$ cat src/rtl/md_pkg.sv
// Shared state encoding, request record and defaults for the multdiv issue controller.
package md_pkg;

    localparam int MD_RD_W           = 5;
    localparam int MD_TIMEOUT_CYCLES = 80;

    localparam logic OP_MULT = 1'b0;
    localparam logic OP_DIV  = 1'b1;

    typedef enum logic [2:0] {
        IDLE,
        REQ,
        BUSY,
        DRAIN,
        WB
    } md_state_e;

    typedef struct packed {
        logic        is_div;
        logic [31:0] op_a;
        logic [15:0] op_b;
    } md_req_t;

endpackage

$ cat src/rtl/md_watchdog.sv
// Cycle counter for BUSY/DRAIN; raises hit once LIMIT cycles have elapsed and
// keeps a sticky error flag that only reset clears.
module md_watchdog #(
    parameter int LIMIT = 80
) (
    input  logic clock,
    input  logic rst_n,
    input  logic run,
    output logic hit,
    output logic err
);

    localparam int CW = $clog2(LIMIT + 1);

    logic [CW-1:0] cnt;

    // Saturates at LIMIT-1 so a flush on the hit cycle still times out in DRAIN.
    assign hit = run && (cnt >= CW'(LIMIT - 1));

    always_ff @(posedge clock or negedge rst_n) begin
        if (!rst_n) begin
            cnt <= '0;
            err <= 1'b0;
        end else begin
            if (!run)
                cnt <= '0;
            else if (!hit)
                cnt <= cnt + 1'b1;
            if (hit)
                err <= 1'b1;
        end
    end

endmodule

$ cat src/rtl/multdiv_issue.sv
// Issue controller between execute and the external multdiv unit: launch, stall, writeback.
// Optional BUSY/DRAIN watchdog enabled by defining MD_TIMEOUT_EN.
module multdiv_issue
    import md_pkg::*;
#(
    parameter int RD_W           = MD_RD_W,
    parameter int TIMEOUT_CYCLES = MD_TIMEOUT_CYCLES
) (
    input  logic            clock,
    input  logic            ctrl_reset,
    input  logic            issue_valid,
    input  logic            issue_is_div,
    input  logic [31:0]     issue_opA,
    input  logic [15:0]     issue_opB,
    input  logic [RD_W-1:0] issue_rd,
    input  logic            flush,
    output logic            issue_ready,
    output logic            stall,
    output logic            ctrl_MULT,
    output logic            ctrl_DIV,
    output logic [31:0]     data_operandA,
    output logic [15:0]     data_operandB,
    input  logic            data_inputRDY,
    input  logic            data_resultRDY,
    input  logic [31:0]     data_result,
    input  logic            data_exception,
    output logic            wb_valid,
    output logic [RD_W-1:0] wb_rd,
    output logic [31:0]     wb_data,
    output logic            wb_exception,
    output logic            timeout_err
);

    md_state_e       state_q, state_d;
    md_req_t         req_q;
    logic [RD_W-1:0] rd_q;
    logic            armed_q;
    logic            accept, rdy_ok, tmo_hit, capture;

    assign accept = (state_q == IDLE) && issue_valid && !flush;
    // armed_q masks the first BUSY cycle so a stale resultRDY is not taken.
    assign rdy_ok = armed_q && data_resultRDY;

`ifdef MD_TIMEOUT_EN
    md_watchdog #(
        .LIMIT (TIMEOUT_CYCLES)
    ) u_wdog (
        .clock (clock),
        .rst_n (ctrl_reset),
        .run   ((state_q == BUSY) || (state_q == DRAIN)),
        .hit   (tmo_hit),
        .err   (timeout_err)
    );
`else
    logic unused_tmo;
    assign unused_tmo  = (TIMEOUT_CYCLES > 0);
    assign tmo_hit     = 1'b0;
    assign timeout_err = 1'b0;
`endif

    always_comb begin
        state_d = state_q;
        case (state_q)
            IDLE:    if (accept) state_d = REQ;
            REQ:     if (flush) state_d = IDLE;
                     else if (data_inputRDY) state_d = BUSY;
            BUSY:    if (rdy_ok) state_d = flush ? IDLE : WB;
                     else if (flush) state_d = DRAIN;
                     else if (tmo_hit) state_d = WB;
            DRAIN:   if (rdy_ok || tmo_hit) state_d = IDLE;
            WB:      state_d = IDLE;
            default: state_d = IDLE;
        endcase
    end

    assign capture = (state_q == BUSY) && (state_d == WB);

    always_ff @(posedge clock or negedge ctrl_reset) begin
        if (!ctrl_reset) begin
            state_q      <= IDLE;
            req_q        <= '0;
            rd_q         <= '0;
            armed_q      <= 1'b0;
            wb_data      <= '0;
            wb_exception <= 1'b0;
        end else begin
            state_q <= state_d;
            armed_q <= (state_q == BUSY) || (state_q == DRAIN);
            if (accept) begin
                req_q <= '{is_div: issue_is_div, op_a: issue_opA, op_b: issue_opB};
                rd_q  <= issue_rd;
            end
            // A watchdog-forced writeback reports an exception with zero data.
            if (capture) begin
                wb_data      <= rdy_ok ? data_result : '0;
                wb_exception <= rdy_ok ? data_exception : 1'b1;
            end
        end
    end

    assign issue_ready   = (state_q == IDLE);
    assign stall         = (state_q == REQ) || (state_q == BUSY) || (state_q == DRAIN) || accept;
    // flush drops the ctrl line combinationally so no launch can slip through.
    assign ctrl_MULT     = (state_q == REQ) && !flush && (req_q.is_div == OP_MULT);
    assign ctrl_DIV      = (state_q == REQ) && !flush && (req_q.is_div == OP_DIV);
    assign data_operandA = req_q.op_a;
    assign data_operandB = req_q.op_b;
    assign wb_valid      = (state_q == WB);
    assign wb_rd         = rd_q;

endmodule

$ cat config.mk
export PLATFORM = sky130hd
export DESIGN_NAME = multdiv_issue
export DESIGN_NICKNAME = d
export VERILOG_FILES = /design/src/rtl/md_pkg.sv /design/src/rtl/md_watchdog.sv /design/src/rtl/multdiv_issue.sv
export SDC_FILE = /design/constraint.sdc
export NUM_CORES = 1
export LEC_CHECK = 0
export ABC_AREA = 1
export BUFFER_PORTS_ARGS = -buffer_cell sky130_fd_sc_hd__buf_4
export CORE_MARGIN = 8
export CORE_UTILIZATION = 39
export DETAILED_ROUTE_END_ITERATION = 10
export PLACE_DENSITY = 0.64
export SYNTH_ARGS = -nofsm -noshare
export SYNTH_HDL_FRONTEND = slang
export SYNTH_SLANG_ARGS = --single-unit
$ cat constraint.sdc
create_clock -name clock -period 1.4 [get_ports clock]
set_input_delay 0.14 -clock clock [delete_from_list [all_inputs] [get_ports clock]]
set_output_delay 0.14 -clock clock [all_outputs]
set_load 0.05 [all_outputs]
==> impl_metrics.tcl <==
set metrics [dict create \
    outcome "finished, violations left" \
    internal_power_w 0.007342 \
    gp_congestion 0.7609 \
    end_kind "output port" \
    coreArea_um2 10940 \
    drt_iter0_drc 276 \
    nNetsFinal 764 \
    ys_seq_area_share_pct 51.85 \
    fin_crit_ns 1.468 \
    drc_errors 0 \
    cts_buffers 9 \
    synth_fp_nets 629 \
    routed-via-count 3851 \
    setup_viol 5 \
    cp_data_arrival_time_ns 1.33 \
    hold_depth 3 \
    port_buffers 183 \
    syn_inst 536 \
    dr.pass1.iters 4 \
    fin_util_pct 55.78 \
    grt_pass1_wl_mm 19.42 \
    synth_warnings 0 \
    hold_violations 0 \
    power_w 0.01431 \
    post_synth_num_cell_types 17 \
    htree_levels 3 \
    die_area_um2 14910 \
    placed_cells 790 \
    ys_seq_elements 91 \
    place_ws_ns 0.1513 \
    clk_latency_ns 0.33 \
    drt-vias-per-instance 4.719 \
    finalCritPeriodShare_pct 104.9 \
    gr-total-overflow 0 \
    area_delta_synth_final_pct 38.89 \
    dp_hpwl_mm 8.488 \
    io_pins 185 \
    cts_tree "yes" \
    seqPwrFrac_pct 29.2 \
    grt_usage_pct 15.94 \
    path_class "register to output port" \
    final_cell_mix "buf_4 (191), nand2_1 (178), dfrtp_1 (89), nand4_1 (54), inv_1 (40)" \
    slew_violations 0 \
    setup_ws_ns -0.06812 \
    grt_pass1_vias 3822 \
    combPwrFrac_pct 54.0 \
    num_rows 38 \
    start_kind "register" \
    final_cells 816 \
    fp.dieW_um 122.1 \
    clock-sinks 91 \
    final_common_cell "buf_4" \
    worstPathRequired_ns 1.26 \
    min_path_type "primary input to register" \
    ir_worst_vdd_uv 1377 \
    fmax_ghz 0.6811 \
    finalWirelength_mm 12.37 \
    crit_path_max_fanout 3 \
    ant_nets 0 \
    layout-drive-gt1-share_pct 35.65 \
    syn_area_per_cell_um2 8.193 \
    clk_transition_reported_paths_ns 0.07 \
    power_leakage_nw 3.484 \
    synth_area_um2 4392 \
    rsz0062_at_grt "true" \
    grt_max_degree 92 \
    p_per_area_nw_per_um2 2347 \
    failed_checks "negative setup slack" \
    cap_viol_max_count 0 \
    power.switching_w 0.006973 \
    dieHeight_um 122.1 \
    cts_root_buffer "clkbuf_16" \
    initial_core_util_pct 40.16 \
    p_sw_share_pct 48.71 \
    skew_ns 0.009060 \
    worstRegToRegCells 6 \
    antenna_found_initial 0 \
    p_clk_share_pct 16.7 \
    cts_buffer_depth 2 \
    nFillCells 1045 \
    diodes 0 \
    wl_per_cell_um 15.15 \
]
==> power by group through the flow <==
stage          Sequential (W)  Clock [W]  Combinational (W)
6_report              0.00418    0.00239            0.00774
5_1_grt               0.00429    0.00257            0.00819
4_1_cts               0.00417    0.00246            0.00773
3_5_place_dp          0.00420          0            0.00746
3_3_place_gp          0.00418          0            0.00741
2_1_floorplan         0.00496          0            0.00514
==> kinds of logic (layout without fill, tap and decap cells) <==
group | after synthesis | count (layout) | share of synthesized area, %
buffers and inverters | 127 | 267 | 16.27
other | 1 | 1 | 0.08539
and+or+nand+nor | 315 | 315 | 31.57
AOI/OAI and AO/OA | 2 | 2 | 0.2279
DFF | 91 | 91 | 51.85
==> cell type report <==
type	instances	area (um2)	area share (%)
sequential	91	2280	37.37
timing repair buffer	208	1705	27.96
multi-input combinational	318	1481	24.29
clock buffer	12	246.5	4.041
tap	140	175.2	2.872
inverter	43	161.4	2.646
clock inverter	4	50.05	0.8205
==> routing by layer <==
metal | global-route usage (%) | part of all wire (%) | up-vias
li1 | - | - | 1919
met1 | 21.67 | 44 | 1773
met2 | 23.20 | 45 | 147
met3 | 6.016 | 11 | 12
met4 | 4.494 | 1.0 | 0
met5 | 0 | 0 | -
==> stage by stage <==
stage	hold WS, ns	setup TNS, ns	area (um2)
6_report	0.06483	-0.3146	6100
5_1_grt	0.06557	-0.5415	6100
4_1_cts	0.05507	-0.3420	6047
3_5_place_dp	0.2235	0	5607
3_3_place_gp	0.2310	0	5607
2_1_floorplan	-0.1556	-0.1409	4415
==> synth_stat cells <==
master	number	area [um2]
nor2_4	1	11.26
dfrtp_1	91	2277
nor2_2	3	18.77
buf_6	4	45.04
nand2_1	179	671.9
buf_1	1	3.750
nand3_2	1	10.01
nand4_1	54	337.8
conb_1	1	3.750
nor2_1	39	146.4
clkbuf_1	15	56.30
inv_1	42	157.7
inv_2	1	3.750
buf_4	51	382.9
buf_2	13	65.06
nand3_1	38	190.2
o21ai_0	2	10.01
==> registers in the layout (all words and copies together), names as in the netlist <==
name / count
wb_data: 32
wb_exception: 1
data_operandA: 32
data_operandB: 16
wb_rd: 5
armed_q: 1
state_q: 3
req_q: 1
==> worst paths after layout <==
| kind | from | to | slack, ns |
|---|---|---|---|
| min in group asynchronous | ctrl_reset | data_operandA[6]$_DFFE_PN0P_ | 0.40 |
| max in group asynchronous | ctrl_reset | state_q[1]$_DFF_PN0_ | 0.60 |
| max | state_q[0]$_DFF_PN0_ | ctrl_MULT | -0.07 |
| min reg2reg | data_operandA[8]$_DFFE_PN0P_ | data_operandA[8]$_DFFE_PN0P_ | 0.47 |
| max reg2reg | state_q[1]$_DFF_PN0_ | data_operandB[15]$_DFFE_PN0P_ | 0.06 |
| min | issue_opB[7] | data_operandB[7]$_DFFE_PN0P_ | 0.06 |
==> repair_timing <==
item	CTS	global route
endpoints found under the setup margin	5	67
hold buffers	1	0
cloned	0	1
pin swaps	5	3
endpoints found under the hold margin	91	0
gates resized for setup	21	8
setup buffers	8	0
==> critical path, cell delays in order, from the launching register on <==
cell,delay [ns]
dfrtp_1,0.44
inv_2,0.08
nor2_4,0.12
nand2_4,0.09
nor2_4,0.11
buf_8,0.15
Note: power is estimated with default switching activity, not from simulation.
